`config.mk`:
```
export PLATFORM = sky130hd
export DESIGN_NAME = wigend_in
export DESIGN_NICKNAME = d
export VERILOG_FILES = /design/src/rtl/wigend_pkg.sv /design/src/rtl/wigend_sync.sv /design/src/rtl/wigend_in.sv
export SDC_FILE = /design/constraint.sdc
export NUM_CORES = 1
export LEC_CHECK = 0
export ABC_AREA = 1
export BUFFER_PORTS_ARGS = -buffer_cell sky130_fd_sc_hd__clkbuf_2
export CORE_ASPECT_RATIO = 0.7
export CORE_MARGIN = 2
export CORE_UTILIZATION = 55
export DETAILED_ROUTE_END_ITERATION = 8
export PLACE_DENSITY = 0.76
export SYNTH_ARGS = -nofsm -noshare
export SYNTH_HDL_FRONTEND = slang
export SYNTH_HIERARCHICAL = 1
export SYNTH_SLANG_ARGS = --single-unit
```
`constraint.sdc`:
```
create_clock -name clk -period 2.6 [get_ports clk]
set_clock_uncertainty 0.1 [all_clocks]
set_input_delay 0.39 -clock clk [delete_from_list [all_inputs] [get_ports clk]]
set_output_delay 0.39 -clock clk [all_outputs]
set_load 0.02 [all_outputs]
```
`src/rtl/wigend_pkg.sv`:
```
// Shared definitions for the Wiegand-26 receiver: frame length, FSM states,
// error codes, default timing and the 26-bit parity helper.
package wigend_pkg;

  localparam int NBITS         = 26;
  localparam int DEF_MIN_PULSE = 20;
  localparam int DEF_MAX_PULSE = 2000;
  localparam int DEF_FRAME_GAP = 10000;

  typedef enum logic [2:0] {
    IDLE  = 3'd0,
    PULSE = 3'd1,
    GAP   = 3'd2,
    DONE  = 3'd3,
    ERR   = 3'd4
  } state_e;

  typedef logic [1:0] err_code_t;

  localparam err_code_t ERR_NONE = 2'd0;
  localparam err_code_t ERR_LEN  = 2'd1;
  localparam err_code_t ERR_LINE = 2'd2;
  localparam err_code_t ERR_PAR  = 2'd3;

  // Result handed from the FSM to the bus-side output registers.
  typedef struct packed {
    logic             err;
    err_code_t        code;
    logic [NBITS-1:0] data;
  } frame_t;

  // Leading bit: even parity over the upper 13 bits.
  // Trailing bit: odd parity over the lower 13 bits.
  function automatic logic parity_ok(input logic [NBITS-1:0] f);
    return (^f[25:13] == 1'b0) && (^f[12:0] == 1'b1);
  endfunction

endpackage

```
`src/rtl/wigend_sync.sv`:
```
// Two-flop synchronizer for the asynchronous Wiegand lines plus a third
// history stage for rise/fall detection. lvl lags the pin by two cycles.
module wigend_sync #(
  parameter int NUM_LANES = 2
) (
  input  logic                 clk,
  input  logic                 rst,
  input  logic [NUM_LANES-1:0] din,
  output logic [NUM_LANES-1:0] lvl,
  output logic [NUM_LANES-1:0] rise,
  output logic [NUM_LANES-1:0] fall
);

  // Stage-major pipe: [0] metastability flop, [1] synced level, [2] history.
  logic [2:0][NUM_LANES-1:0] pipe;

  // Shift the raw lines through the synchronizer chain.
  always_ff @(posedge clk) begin
    if (!rst) pipe <= '0;
    else      pipe <= {pipe[1:0], din};
  end

  assign lvl  = pipe[1];
  assign rise = pipe[1] & ~pipe[2];
  assign fall = ~pipe[1] & pipe[2];

endmodule

```
`src/rtl/wigend_in.sv`:
```
// Wiegand-26 receiver: measures D0/D1 pulses, shifts bits in MSB first,
// closes the frame on an idle timeout and publishes it with valid/ack.
// Optional build macro: WIGEND_IN_PARITY_CHECK_EN adds the 26-bit parity check.
// The interrupt output is named int_n because "int" is a reserved word.
module wigend_in
  import wigend_pkg::*;
#(
  parameter int MIN_PULSE = DEF_MIN_PULSE,
  parameter int MAX_PULSE = DEF_MAX_PULSE,
  parameter int FRAME_GAP = DEF_FRAME_GAP
) (
  input  logic             clk,
  input  logic             rst,
  input  logic [1:0]       wigend,
  output logic [NBITS-1:0] data,
  output logic             valid,
  input  logic             ack,
  output logic             err,
  output logic [1:0]       err_code,
  output logic             overrun,
  output logic             int_n
);

  localparam logic [11:0] MINP  = 12'(MIN_PULSE);
  localparam logic [11:0] MAXP  = 12'(MAX_PULSE);
  localparam logic [15:0] GAPM1 = 16'(FRAME_GAP - 1);
  localparam logic [4:0]  NB5   = 5'(NBITS);

  logic [1:0] lvl, rise, fall;

  wigend_sync #(.NUM_LANES(2)) u_sync (
    .clk  (clk),
    .rst  (rst),
    .din  (wigend),
    .lvl  (lvl),
    .rise (rise),
    .fall (fall)
  );

  state_e           state_q, state_d;
  logic [11:0]      pcnt_q, pcnt_d;     // high time of current pulse
  logic [15:0]      lcnt_q, lcnt_d;     // low time in GAP / ERR
  logic [4:0]       bitcnt_q, bitcnt_d;
  logic [NBITS-1:0] shreg_q, shreg_d;
  logic             line_q, line_d;     // which line carries the pulse
  err_code_t        ecode_q, ecode_d;
  logic             pub;
  frame_t           pub_frm;

  // FSM and datapath state registers.
  always_ff @(posedge clk) begin
    if (!rst) begin
      state_q  <= IDLE;
      pcnt_q   <= '0;
      lcnt_q   <= '0;
      bitcnt_q <= '0;
      shreg_q  <= '0;
      line_q   <= 1'b0;
      ecode_q  <= ERR_NONE;
    end else begin
      state_q  <= state_d;
      pcnt_q   <= pcnt_d;
      lcnt_q   <= lcnt_d;
      bitcnt_q <= bitcnt_d;
      shreg_q  <= shreg_d;
      line_q   <= line_d;
      ecode_q  <= ecode_d;
    end
  end

  // Next-state logic: pulse qualification, bit shifting, frame close.
  always_comb begin
    state_d  = state_q;
    pcnt_d   = pcnt_q;
    lcnt_d   = lcnt_q;
    bitcnt_d = bitcnt_q;
    shreg_d  = shreg_q;
    line_d   = line_q;
    ecode_d  = ecode_q;
    pub      = 1'b0;
    pub_frm  = '{err: 1'b0, code: ERR_NONE, data: shreg_q};

    case (state_q)
      IDLE: begin
        if (|lvl) begin
          state_d  = PULSE;
          pcnt_d   = 12'd1;
          bitcnt_d = '0;
          shreg_d  = '0;
          line_d   = lvl[1];
        end
      end

      PULSE: begin
        if (&lvl || pcnt_q > MAXP) begin
          state_d = ERR;
          ecode_d = ERR_LINE;
          lcnt_d  = '0;
        end else if (fall[line_q]) begin
          // The falling-edge cycle is the first low cycle of the gap.
          lcnt_d = 16'd1;
          if (pcnt_q >= MINP) begin
            shreg_d  = {shreg_q[NBITS-2:0], line_q};
            bitcnt_d = (bitcnt_q == 5'd31) ? bitcnt_q : bitcnt_q + 5'd1;
            state_d  = GAP;
          end else begin
            state_d = (bitcnt_q != '0) ? GAP : IDLE;
          end
        end else begin
          pcnt_d = (pcnt_q == 12'hFFF) ? pcnt_q : pcnt_q + 12'd1;
        end
      end

      GAP: begin
        if (|rise) begin
          state_d = PULSE;
          pcnt_d  = 12'd1;
          line_d  = rise[1];
        end else if (lcnt_q == GAPM1) begin
          state_d = DONE;
        end else begin
          lcnt_d = lcnt_q + 16'd1;
        end
      end

      DONE: begin
        pub     = 1'b1;
        state_d = IDLE;
        if (bitcnt_q != NB5) begin
          pub_frm.err  = 1'b1;
          pub_frm.code = ERR_LEN;
        end
`ifdef WIGEND_IN_PARITY_CHECK_EN
        else if (!parity_ok(shreg_q)) begin
          pub_frm.err  = 1'b1;
          pub_frm.code = ERR_PAR;
        end
`endif
      end

      ERR: begin
        // Hold off until the bus has been quiet for a full frame gap.
        if (|lvl) begin
          lcnt_d = '0;
        end else if (lcnt_q == GAPM1) begin
          pub          = 1'b1;
          pub_frm.err  = 1'b1;
          pub_frm.code = ecode_q;
          state_d      = IDLE;
        end else begin
          lcnt_d = lcnt_q + 16'd1;
        end
      end

      default: state_d = IDLE;
    endcase
  end

  // Bus-side frame register: ack is applied before a same-cycle publish.
  always_ff @(posedge clk) begin
    if (!rst) begin
      data     <= '0;
      valid    <= 1'b0;
      err      <= 1'b0;
      err_code <= ERR_NONE;
      overrun  <= 1'b0;
    end else if (pub) begin
      if (valid && !ack) begin
        overrun <= 1'b1;
      end else begin
        data     <= pub_frm.data;
        err      <= pub_frm.err;
        err_code <= pub_frm.code;
        valid    <= 1'b1;
        overrun  <= 1'b0;
      end
    end else if (valid && ack) begin
      valid    <= 1'b0;
      overrun  <= 1'b0;
      err      <= 1'b0;
      err_code <= ERR_NONE;
    end
  end

  assign int_n = ~valid;

endmodule

```
* Word level (Yosys, flattened, before mapping) *
Index checks and enable logic that the tools add are counted.

cells by class
  add/subtract/negate cells = 3
  magnitude comparators = 3
  eq/ne operators = 22
  mux-type cells = 55
  bitwise logic cells = 6
  reductions and logical operators = 23

operator list
  cell                                                                                number
  26-bit 2-to-1 mux                                                                   4
  16-bit 2-to-1 mux                                                                   5
  12-bit 2-to-1 mux                                                                   5
  26-bit one-hot mux with 2 select lines                                              1
  16-bit one-hot mux with 3 select lines                                              1
  12-bit one-hot mux with 3 select lines                                              1
  3-bit 2-to-1 mux                                                                    10
  5-bit 2-to-1 mux                                                                    5
  2-bit inequality test (second input constant)                                       12
  16-bit by 1-bit adder with 16-bit output (second input constant)                    1
  16-bit by 14-bit equality test with 1-bit output (second input constant)            1
  1-bit 2-to-1 mux                                                                    13
  12-bit by 1-bit adder with 12-bit output (second input constant)                    1
  12-bit equality test (second input constant)                                        1
  12-bit by 5-bit >= comparator with 1-bit output (second input constant)             1
  12-bit by 11-bit greater-than comparator with 1-bit output (second input constant)  1
  3-bit one-hot mux with 4 select lines                                               1
  6-bit AND reduction                                                                 2
  2-bit 2-to-1 mux                                                                    5
  5-bit one-hot mux with 2 select lines                                               1
  5-bit AND reduction                                                                 2
  2-bit AND reduction                                                                 4
  3-bit by 2-bit equality test with 1-bit output (second input constant)              2
  3-bit inequality test (second input constant)                                       2
  20 further kinds                                                                    30

storage, ports and cells
  register bits after elaboration = 101
  input port bits = 5
  output and inout port bits = 32
  logic and storage cells = 127

* Longest topological paths before layout *
Gate-level depths: netlist of the first run.

  depth in word-level cells = 7
  depth in mapped cells = 12
  depth with buffers taken out = 12

* By module *
Netlist of the first run, hierarchy kept.

modules (own cells, without submodules)
  module       times used  cells an instance  area an instance (um^2)  sequential area each (um^2)
  wigend_in    1           711                4,860.9                  1,901.8
  wigend_sync  1           28                 210.2                    120.1

* Worst setup path before layout of the first run *
OpenSTA, ideal clock, no wires.

  kind = register to register
  start point = reg lcnt_q[0]
  end point = reg data[10]
  library setup time = 0.116 ns
  data arrival time = 1.663 ns
  data required time = 2.384 ns
  slack = 0.721 ns
  cell stages (with the launch flop) = 10
  buffers on the path = 1
  clock period less this slack = 1.879 ns
  cell sequence = dfxtp_1 > ha_1 > nand3_2 > nor2_2 > nand4_4 > a21oi_4 > inv_4 > buf_6 > nor2_2 > nor2_1

between the ends
  word-level cells in the longest chain between the ends = 5

RTL lines
  item                                              RTL line          RTL
  start, declared                                   wigend_in.sv:42   logic [15:0] lcnt_q, lcnt_d;
  start signal, assigned                            wigend_in.sv:63   lcnt_q <= lcnt_d;
  16-bit by 14-bit equality test with 1-bit output  wigend_in.sv:145  end else if (lcnt_q == GAPM1) begin
  1-bit 2-to-1 mux                                  wigend_in.sv:145
  1-bit 2-to-1 mux                                  wigend_in.sv:143  if (|lvl) begin
  1-bit one-hot mux with 2 select lines             wigend_in.sv:83   case (state_q)
  2-bit AND reduction (no line)                     -
  end signal, assigned                              wigend_in.sv:171  data <= pub_frm.data;
  end, declared                                     wigend_in.sv:15   output logic [NBITS-1:0] data,

No other way between the ends.
A chain may end at the register's enable or synchronous reset.

* Worst setup path after layout of the first run *
  start point = reg state_q[2]
  end point = reg shreg_q[5]

between the ends
  word-level cells in the longest chain between the ends = 3
  elaborated cells on any way between the ends = 9
  those cells by class = eq/ne: 5; mux: 1; reduce/logical: 3

RTL lines
  item                                                                                      RTL line         RTL
  start, declared                                                                           wigend_in.sv:40  state_e state_q, state_d;
  start signal, assigned                                                                    wigend_in.sv:61  state_q <= state_d;
  3-bit by 1-bit equality test with 1-bit output / 3-bit zero test (equally long branches)  wigend_in.sv:83
  2-bit inequality test (no line) / 2-bit nonzero test (equally long branches)              -
  5-bit AND reduction (no line)                                                             -
  end signal, assigned                                                                      wigend_in.sv:65  shreg_q <= shreg_d;
  end, declared                                                                             wigend_in.sv:44  logic [NBITS-1:0] shreg_q, shreg_d;

Several ways; a longest one is shown, not always the timed one.

==> results of run 1 <==
-- sequential cells by signal (all words and copies together), names as in the netlist --
| signal | count |
|---|---|
| data | 26 |
| bitcnt_q | 5 |
| err_code | 2 |
| overrun | 1 |
| u_sync/lvl | 2 |
| pcnt_q | 12 |
| state_q | 3 |
| valid | 1 |
| shreg_q | 26 |
| err | 1 |
| u_sync/pipe | 4 |
| line_q | 1 |
| ecode_q | 1 |
| lcnt_q | 16 |
-- how the worst min path moves through the flow --
stage                   start        endpoint  slack, ns  cells after the start
2_1_floorplan  u_sync/pipe[0]   u_sync/lvl[0]       0.29                      2
3_3_place_gp   u_sync/pipe[0]   u_sync/lvl[0]       0.29                      2
3_5_place_dp   u_sync/pipe[0]   u_sync/lvl[0]       0.30                      2
4_1_cts             wigend[1]  u_sync/pipe[1]       0.11                      3
5_1_grt             wigend[1]  u_sync/pipe[1]       0.12                      3
6_report            wigend[1]  u_sync/pipe[1]       0.12                      3
-- area by class of cell --
type	instances	area [um2]	area share, %
Inverter	67	255	4.57
Sequential cell	101	2020	36.2
Timing Repair Buffer	46	255	4.57
Clock buffer	9	225	4.03
Tap cell	124	155	2.78
Clock inverter	5	61.3	1.10
Multi-Input combinational cell	541	2610	46.8
-- critical path: stages (launching register included) --
cell      delay, ns
dfxtp_1        0.45
nor2_1         0.12
nand2_2        0.30
inv_2          0.14
nand3_1        0.14
clkinv_1       0.59
nand3_1        0.31
a21oi_1        0.11
-- where the power goes --
group / internal [W] / leakage, nW / total, W / switching (W)
Clock: 0.000742 / 0.142 / 0.00134 / 0.000599
Combinational: 0.000114 / 1.43 / 0.000455 / 0.000341
Sequential: 0.00159 / 0.816 / 0.00162 / 0.0000349
-- metal layers --
layer,global-route usage (%),share of wire (%),up-vias,routed length [um]
met5,0,0,-,0
met4,9.09,1.9,0,237
met3,5.23,6.6,23,806
met2,38.7,42,170,5210
met1,36.5,49,2187,6010
li1,-,-,2455,-
-- layout by cell type (no fill, tap or decap), drive strengths merged, types with 2 or more instances in the layout --
cell    instances
buf            10
clkinv          4
xor2            8
a31oi           2
nor3            7
nand2         166
nor2          139
nand3          79
nand4          24
ha              7
inv            67
nand3b          3
clkbuf         45
o21ai          43
dfxtp         101
a21oi          56
a21o            2
-- metrics by stage --
| step | utilization (%) | cells | setup WS (ns) | hold slack [ns] | power [W] |
|---|---|---|---|---|---|
| after floorplan | - | 739 | 0.721 | 0.286 | 0.00201 |
| after global placement | 58.9 | 879 | 0.354 | 0.291 | 0.00209 |
| after detailed placement | 58.9 | 879 | 0.292 | 0.302 | 0.00210 |
| after CTS | 62.1 | 893 | 0.260 | 0.115 | 0.00343 |
| after global routing | 62.1 | 893 | 0.0386 | 0.121 | 0.00355 |
| final | 62.1 | 893 | 0.212 | 0.119 | 0.00342 |
-- logic make-up (layout without fill, tap and decap cells) --
group / after synthesis / after routing
compound gates: 106 / 106
simple gates: 420 / 420
xor+xnor: 8 / 8
flops: 101 / 101
buf+inv: 97 / 127
fa+ha+maj: 7 / 7
==> qor.txt, run 1 <==
top-area cell type share of the netlist area -> 39.9%
worst path arrival time -> 2.52 ns
Rel. slew slack -> 49.9%
compound-cell area share of the yosys netlist -> 11.3%
largest net degree at the start of global routing -> 44
top cell type by total area after synthesis -> dfxtp_1
Synthesis Warnings -> 6
fraction of layout cells with a size suffix above 1 -> 13.8%
drt wl/cell -> 13.7 um
initial antenna violation count -> 0
Worst-Skew Late Latency -> 0.35 ns
Mean Syn Cell Area -> 6.86 um2
R2R Path Start -> state_q[2]
ys flop type -> dfxtp_1
number of synthesized flops with an enable pin -> 0
via count -> 4835
TritonCTS clock tree -> yes
crit end category -> flop
DP Area -> 5300 um2
area delta synth->final -> 10.2%
clk sinks -> 101
Worst R2R End -> shreg_q[5]
Rows -> 29
Startpoint Class -> flop
r2r setup slk -> 0.21 ns
H-tree lvl count -> 3
Total Routing Usage GR -> 25.6%
most instantiated library cell after synthesis -> nand2_1
Setup crit end -> shreg_q[5]
Setup Viol. Count Final -> 0
top cells by count, synth -> nand2_1, nor2_1, dfxtp_1
Peak Freq -> 419 MHz
full die area -> 10000 um2
first-pass GRT wire length -> 21000 um
crit-path max FO -> 26
max cap viols -> 0
Mapped Cells -> 739
Tcrit/Tclk final -> 91.9%
CTS Hold Bufs -> 0
unrepaired setup endpoints after global routing -> no
Post-Synth Adder-Cell Area -> 1.73%
area share of xor/xnor cells in the synthesized design -> 1.38%
Pre-antenna DRT Iters -> 5
residual DRC count -> 0
setup TNS -> 0 ns
CP startpoint -> state_q[2]
WL final -> 12300 um
Setup CP Type -> reg2reg
Worst-path clk slew -> 0.07 ns
count of final hold-check violations -> 0
hpwl dp -> 8230 um
sequential element share of the synthesized area -> 39.9%
post-route cell area -> 5590 um2
async set-or-reset flop fraction in the synthesized netlist -> 0%
status -> finished, final reports clean
CORE AREA -> 9000 um2
Die Ht -> 84.3 um
Worst EP required -> 2.74 ns
fill count -> 849
number of global-route vias before repair -> 4375
gp weighted congestion -> 0.947
grt ovf -> 0
largest family of logic cells by synthesized area -> simple AND/OR/NAND/NOR gates
Mapped Nets -> 751
number of library cell types mapped by synthesis -> 34
clk root buf -> clkbuf_16
Max VDD drop -> 450 uV
final net count -> 778
#FFs+latches synth -> 101
# Post-CTS Setup Buffers -> 0
Reg2Reg Depth -> 7
Longest Clk Path Bufs -> 2
mux cell area share after synthesis -> 0%
min-delay worst type -> in2reg
synth top area cells -> dfxtp_1, nand2_1, nor2_1
ANT cells -> 0
post-cts sizing count -> 0
Via density -> 5.41
Routed Antenna Nets -> 0
power density over cell area -> 612 nW/um2
CTS Buf Count -> 9
DIE WIDTH -> 119 um
Slew @ Worst Pin -> 0.746 ns
buffers added on ports -> 36
Initial Util -> 56.4%
fin crit period -> 2.39 ns
Boundary Pins -> 37
Mapped Area -> 5070 um2
Slew Limit Fails -> 0
Post-Synth Simple-Gate Area -> 37.2%
Lkg Pwr -> 2.38 nW
starting DRC count in detailed routing -> 396
(Power assumes the default switching activity.)
==> inputs of run 2 (changes only) <==
- ABC_AREA: 1 -> not set
==> run 2 against run 1 <==
Sequential power decreased by 3%. Combinational power decreased by 61%. Die area decreased by 11%. Flip-flop and latch count unchanged. Synthesized cell count decreased by 30%. Final area decreased by 9.0%. Register-to-register slack got worse by 0.07 ns. Critical path type unchanged. Critical endpoint is now lcnt_q[3]. Largest cell class unchanged.
==> qor.txt, run 2 <==
status -> finished, final reports clean
worst path arrival time -> 2.64 ns
GRT Max-Usage Layer -> met2
cell total after placement -> 627
fraction of layout cells with a size suffix above 1 -> 13.4%
WL final -> 9430 um
Longest Clk Path Bufs -> 2
starting DRC count in detailed routing -> 384
final net count -> 552
CTS Hold Bufs -> 0
#FFs+latches synth -> 101
sequential element share of the synthesized area -> 45.2%
top cells by count, synth -> dfxtp_1, nand2_1, o21ai_0
CTS Buf Count -> 9
Finished Layout Cells -> 646
clk root buf -> clkbuf_16
largest net degree at the start of global routing -> 77
count of final hold-check violations -> 0
Max VDD drop -> 491 uV
gp weighted congestion -> 0.828
Worst EP required -> 2.78 ns
Boundary Pins -> 37
met1 usage -> 32.2%
clk sinks -> 101
Worst-path clk slew -> 0.07 ns
Routed Antenna Nets -> 0
hpwl dp -> 6320 um
Mean Syn Cell Area -> 8.68 um2
number of library cell types mapped by synthesis -> 51
most frequent cells in the layout -> dfxtp_1, nand2_1, clkbuf_2
Rows -> 27
crit end category -> flop
full die area -> 8870 um2
number of global-route vias before repair -> 3435
leading cell type in the layout, fill and taps excluded -> dfxtp_1
Setup CP Type -> reg2reg
ys flop type -> dfxtp_1
Rel. slew slack -> 60.1%
TritonCTS clock tree -> yes
H-tree lvl count -> 3
CORE AREA -> 7870 um2
Worst-Skew Late Latency -> 0.34 ns
unrepaired setup endpoints after global routing -> no
Tcrit/Tclk final -> 94.4%
Pre-antenna DRT Iters -> 5
DIE WIDTH -> 112 um
met3 Use GR -> 5.85%
grt ovf -> 0
Startpoint Class -> flop
initial antenna violation count -> 0
setup TNS -> 0 ns
Slew @ Worst Pin -> 0.599 ns
fin crit period -> 2.45 ns
Mapped Area -> 4470 um2
Slew Limit Fails -> 0
Synthesis Warnings -> 6
min-delay worst type -> in2reg
Mapped Cells -> 515
Setup Viol. Count Final -> 0
drt wl/cell -> 14.6 um
synth top area cells -> dfxtp_1, mux2i_1, nand2_1
power density over cell area -> 610 nW/um2
Largest regs -> data (26), shreg_q (26), lcnt_q (16)
residual DRC count -> 0
met2 global-route usage -> 32.4%
via count -> 3897
Mapped Nets -> 527
area delta synth->final -> 13.8%
r2r setup slk -> 0.15 ns
top cell type by total area after synthesis -> dfxtp_1
Peak Freq -> 407 MHz
Total Routing Usage GR -> 22.4%
async set-or-reset flop fraction in the synthesized netlist -> 0%
first-pass GRT wire length -> 16100 um
number of synthesized flops with an enable pin -> 0
buffers added on ports -> 36
Via density -> 6.03
Lkg Pwr -> 2.03 nW
max cap viols -> 0
top-area cell type share of the netlist area -> 45.2%
ANT cells -> 0
Initial Util -> 56.8%
most instantiated library cell after synthesis -> dfxtp_1
crit-path max FO -> 10
Die Ht -> 79.4 um
[run 2: cell types whose count changed in the layout (fill, tap and decap cells not counted), moves of 11 or more]
cell / previous run / this run
nor2_2: 24 / 0
and2_1: 0 / 11
mux2i_1: 0 / 29
o31ai_1: 1 / 17
nand3_1: 76 / 18
a21oi_1: 53 / 29
nand2_1: 159 / 75
nor2_1: 115 / 22
or4_1: 0 / 20
inv_1: 59 / 12
[run 2: cell families (layout without fill, tap and decap cells)]
logic type / count (synthesis) / in the layout / synth area share, %
buffers and inverters: 46 / 76 / 4.20
DFF: 101 / 101 / 45.2
and+or+nand+nor: 215 / 215 / 25.2
xor gates and xnor gates: 2 / 2 / 0.392
adders and majority gates: 7 / 7 / 1.96
AOI/OAI and AO/OA: 113 / 113 / 16.0
muxes: 31 / 31 / 7.00
[run 2: routing by layer]
metal / up-vias / wire, um / share of wire [%]
met5: - / 0 / 0
met4: 0 / 128 / 1.4
met3: 14 / 523 / 5.5
met2: 118 / 4090 / 43
met1: 1825 / 4690 / 50
li1: 1940 / - / -
[run 2: final cells by class]
| class | count | area, um2 |
|---|---|---|
| inverter | 12 | 45.0 |
| tap | 101 | 126 |
| clock inverter | 4 | 55.1 |
| timing repair buffer | 48 | 295 |
| fill | 632 | 2790 |
| clock buffer | 12 | 246 |
| sequential | 101 | 2020 |
| multi-input combinational | 368 | 2290 |
[run 2: metrics by stage]
| stage | total power [W] | utilization [%] | hold WS (ns) | setup WS (ns) | cell area, um2 |
|---|---|---|---|---|---|
| 3_5_place_dp | 0.00177 | 60.1 | 0.314 | 0.0318 | 4730 |
| 5_1_grt | 0.00321 | 64.6 | 0.151 | 0.00238 | 5080 |
| 3_3_place_gp | 0.00177 | 60.1 | 0.313 | 0.113 | 4730 |
| 2_1_floorplan | 0.00173 | - | 0.306 | 0.316 | 4470 |
| 6_report | 0.00310 | 64.6 | 0.147 | 0.146 | 5080 |
| 4_1_cts | 0.00312 | 64.0 | 0.137 | 0.0229 | 5040 |
[run 2: timing repair]
action / 4_1_cts / 5_1_grt
gates resized for setup: 0 / 4
setup endpoints to repair: 0 / 21
hold endpoints to repair: 0 / 0
buffers inserted: 0 / 3
[run 2: report_power, final]
part,total (W),switching [W],leakage [nW],internal (W)
Combinational,0.000176,0.000121,1.07,0.0000544
Sequential,0.00157,0.0000149,0.815,0.00156
Clock,0.00135,0.000576,0.143,0.000778
[run 2: worst paths after layout]
kind | startpoint | endpoint | depth (start not counted)
worst max-delay path | pcnt_q[0] | lcnt_q[3] | 8
worst min-delay path | wigend[0] | u_sync/pipe[0] | 2
worst max register to register | pcnt_q[0] | lcnt_q[3] | 8
worst min register to register | u_sync/pipe[0] | u_sync/lvl[0] | 1
[run 2: worst max-delay path: stages (launching register included)]
cell     delay [ns]
dfxtp_1        0.39
inv_1          0.08
ha_1           0.20
nor4b_2        0.18
o41a_1         0.40
a211o_4        0.41
buf_4          0.17
or3_1          0.34
a21oi_1        0.13
==> inputs of run 3 (changes only) <==
- clock period: 2.6 -> 2.3 ns (I/O delays scaled with it)
==> run 3 against run 2 <==
The flow now finishes with violations (setup timing). Final cell count is 4.3% higher. Fmax is 3.8% higher. Clock-buffer cell count is 2 lower. Sequential share of layout area is 2.5 points lower. Register-to-register slack worse by 0.21 ns. Wire length is 10% higher. Worst hold slack worse by 0.045 ns. Combinational power is 47% higher. First-iteration DRC count is 3.4% lower. Sequential power is 13% higher. Critical path type unchanged.
==> qor.txt, run 3 (same netlist as run 2, synthesis figures left out) <==
status -> finished, violations left
failing checks -> setup timing
max cap viols -> 0
Worst-path clk slew -> 0.06 ns
Routed Antenna Nets -> 0
Setup Viol. Count Final -> 6
fill count -> 605
Worst-Skew Late Latency -> 0.35 ns
buffers added on ports -> 36
Rows -> 27
unrepaired setup endpoints after global routing -> yes
Slew Limit Fails -> 0
Max VDD drop -> 552 uV
Slew @ Worst Pin -> 0.498 ns
power density over cell area -> 672 nW/um2
Top delay family on crit path -> compound AO/OA/AOI/OAI gates
Hold Crit Depth -> 2
crit end category -> flop
Worst EP required -> 2.49 ns
worst path arrival time -> 2.55 ns
Longest Clk Path Bufs -> 2
via count -> 4035
clk sinks -> 101
drt wl/cell -> 15.4 um
gp weighted congestion -> 0.861
CTS Buf Count -> 9
fin crit period -> 2.37 ns
R2R Path Start -> pcnt_q[7]
clk root buf -> clkbuf_16
hpwl dp -> 6680 um
final net count -> 581
most frequent cells in the layout -> dfxtp_1, nand2_1, clkbuf_2
r2r setup slk -> -0.07 ns
Via density -> 5.99
initial antenna violation count -> 0
WL final -> 10400 um
count of final hold-check violations -> 0
number of global-route vias before repair -> 3507
Peak Freq -> 423 MHz
setup ws final -> -0.0653 ns
residual DRC count -> 0
Total Routing Usage GR -> 22.9%
grt ovf -> 0
Rel. slew slack -> 66.0%
critical path's slowest cell -> o41a_1
cell total after placement -> 650
GRT Max-Usage Layer -> met2
Die Ht -> 79.4 um
TritonCTS clock tree -> yes
Reg2Reg Depth -> 6
starting DRC count in detailed routing -> 371
Initial Util -> 56.8%
H-tree lvl count -> 3
ANT cells -> 0
first-pass GRT wire length -> 16500 um
crit-path cells -> nand4_1, o41a_1, a211o_1, buf_12, or4_4, a21oi_2
Finished Layout Cells -> 674
full die area -> 8870 um2
CORE AREA -> 7870 um2
Boundary Pins -> 37
leading cell type in the layout, fill and taps excluded -> dfxtp_1
Tcrit/Tclk final -> 103%
crit-path max FO -> 7
hold path start -> wigend[0]
Setup CP Type -> reg2reg
min-delay worst type -> in2reg
Startpoint Class -> flop
met2 global-route usage -> 33.5%
Pre-antenna DRT Iters -> 5
met3 Use GR -> 5.62%
Worst R2R End -> lcnt_q[12]
area delta synth->final -> 21.6%
DIE WIDTH -> 112 um
Largest regs -> data (26), shreg_q (26), lcnt_q (16)
Lkg Pwr -> 2.23 nW
Buf/Inv on CP -> 1
Hold Crit Endpoint -> u_sync/pipe[0]
fraction of layout cells with a size suffix above 1 -> 21.1%
largest net degree at the start of global routing -> 90
pre-CTS setup slack -> -0.0749 ns
met1 usage -> 33.0%
slowest stage delay, CP -> 0.51 ns
run 3: final cells by class:
cell class | count | area [um2] | area share (%)
clock buffer | 10 | 229 | 4.21
clock inverter | 5 | 85.1 | 1.57
inverter | 12 | 45.0 | 0.829
multi-input combinational | 368 | 2360 | 43.5
sequential | 101 | 2030 | 37.3
tap | 101 | 126 | 2.32
timing repair buffer | 77 | 559 | 10.3
run 3: timing repair:
action | 4_1_cts | 5_1_grt
gates resized for setup | 5 | 22
setup buffers | 3 | 5
pin swaps | 7 | 8
endpoints found under the hold margin | 0 | 0
hold buffers | 0 | 0
cloned | 0 | 1
setup endpoints to repair | 15 | 21
run 3: through the flow:
step	instance area, um2	total power (W)	hold slack (ns)	TNS [ns]	utilization [%]
3_5_place_dp	4930	0.00203	0.323	-0.510	62.7
4_1_cts	5280	0.00363	0.0971	0	67.1
3_3_place_gp	4930	0.00202	0.311	-0.0143	62.7
2_1_floorplan	4470	0.00195	0.306	0	-
5_1_grt	5440	0.00376	0.0991	-1.77	69.1
6_report	5440	0.00365	0.102	-0.280	69.1
run 3: worst max path at each step:
stage / startpoint / end / slack, ns / depth (start not counted)
floorplan: pcnt_q[0] / lcnt_q[11] / 0.02 / 9
global placement: u_sync/lvl[1] / pcnt_q[2] / -0.01 / 7
detailed placement: pcnt_q[0] / pcnt_q[9] / -0.07 / 9
CTS: pcnt_q[0] / lcnt_q[14] / 0.002 / 8
global route: pcnt_q[7] / lcnt_q[12] / -0.19 / 6
finish: pcnt_q[7] / lcnt_q[12] / -0.07 / 6
run 3: power breakdown:
part	internal (W)	switching, W	leakage (nW)
clock network	0.000954	0.000665	0.149
registers	0.00176	0.0000121	0.817
logic	0.0000993	0.000160	1.26
total	0.00281	0.000837	2.23
run 3: per-layer routing:
layer,wire [um],part of all wire [%]
met1,5060,49
met3,682,6.6
met5,0,0
met4,158,1.5
met2,4480,43
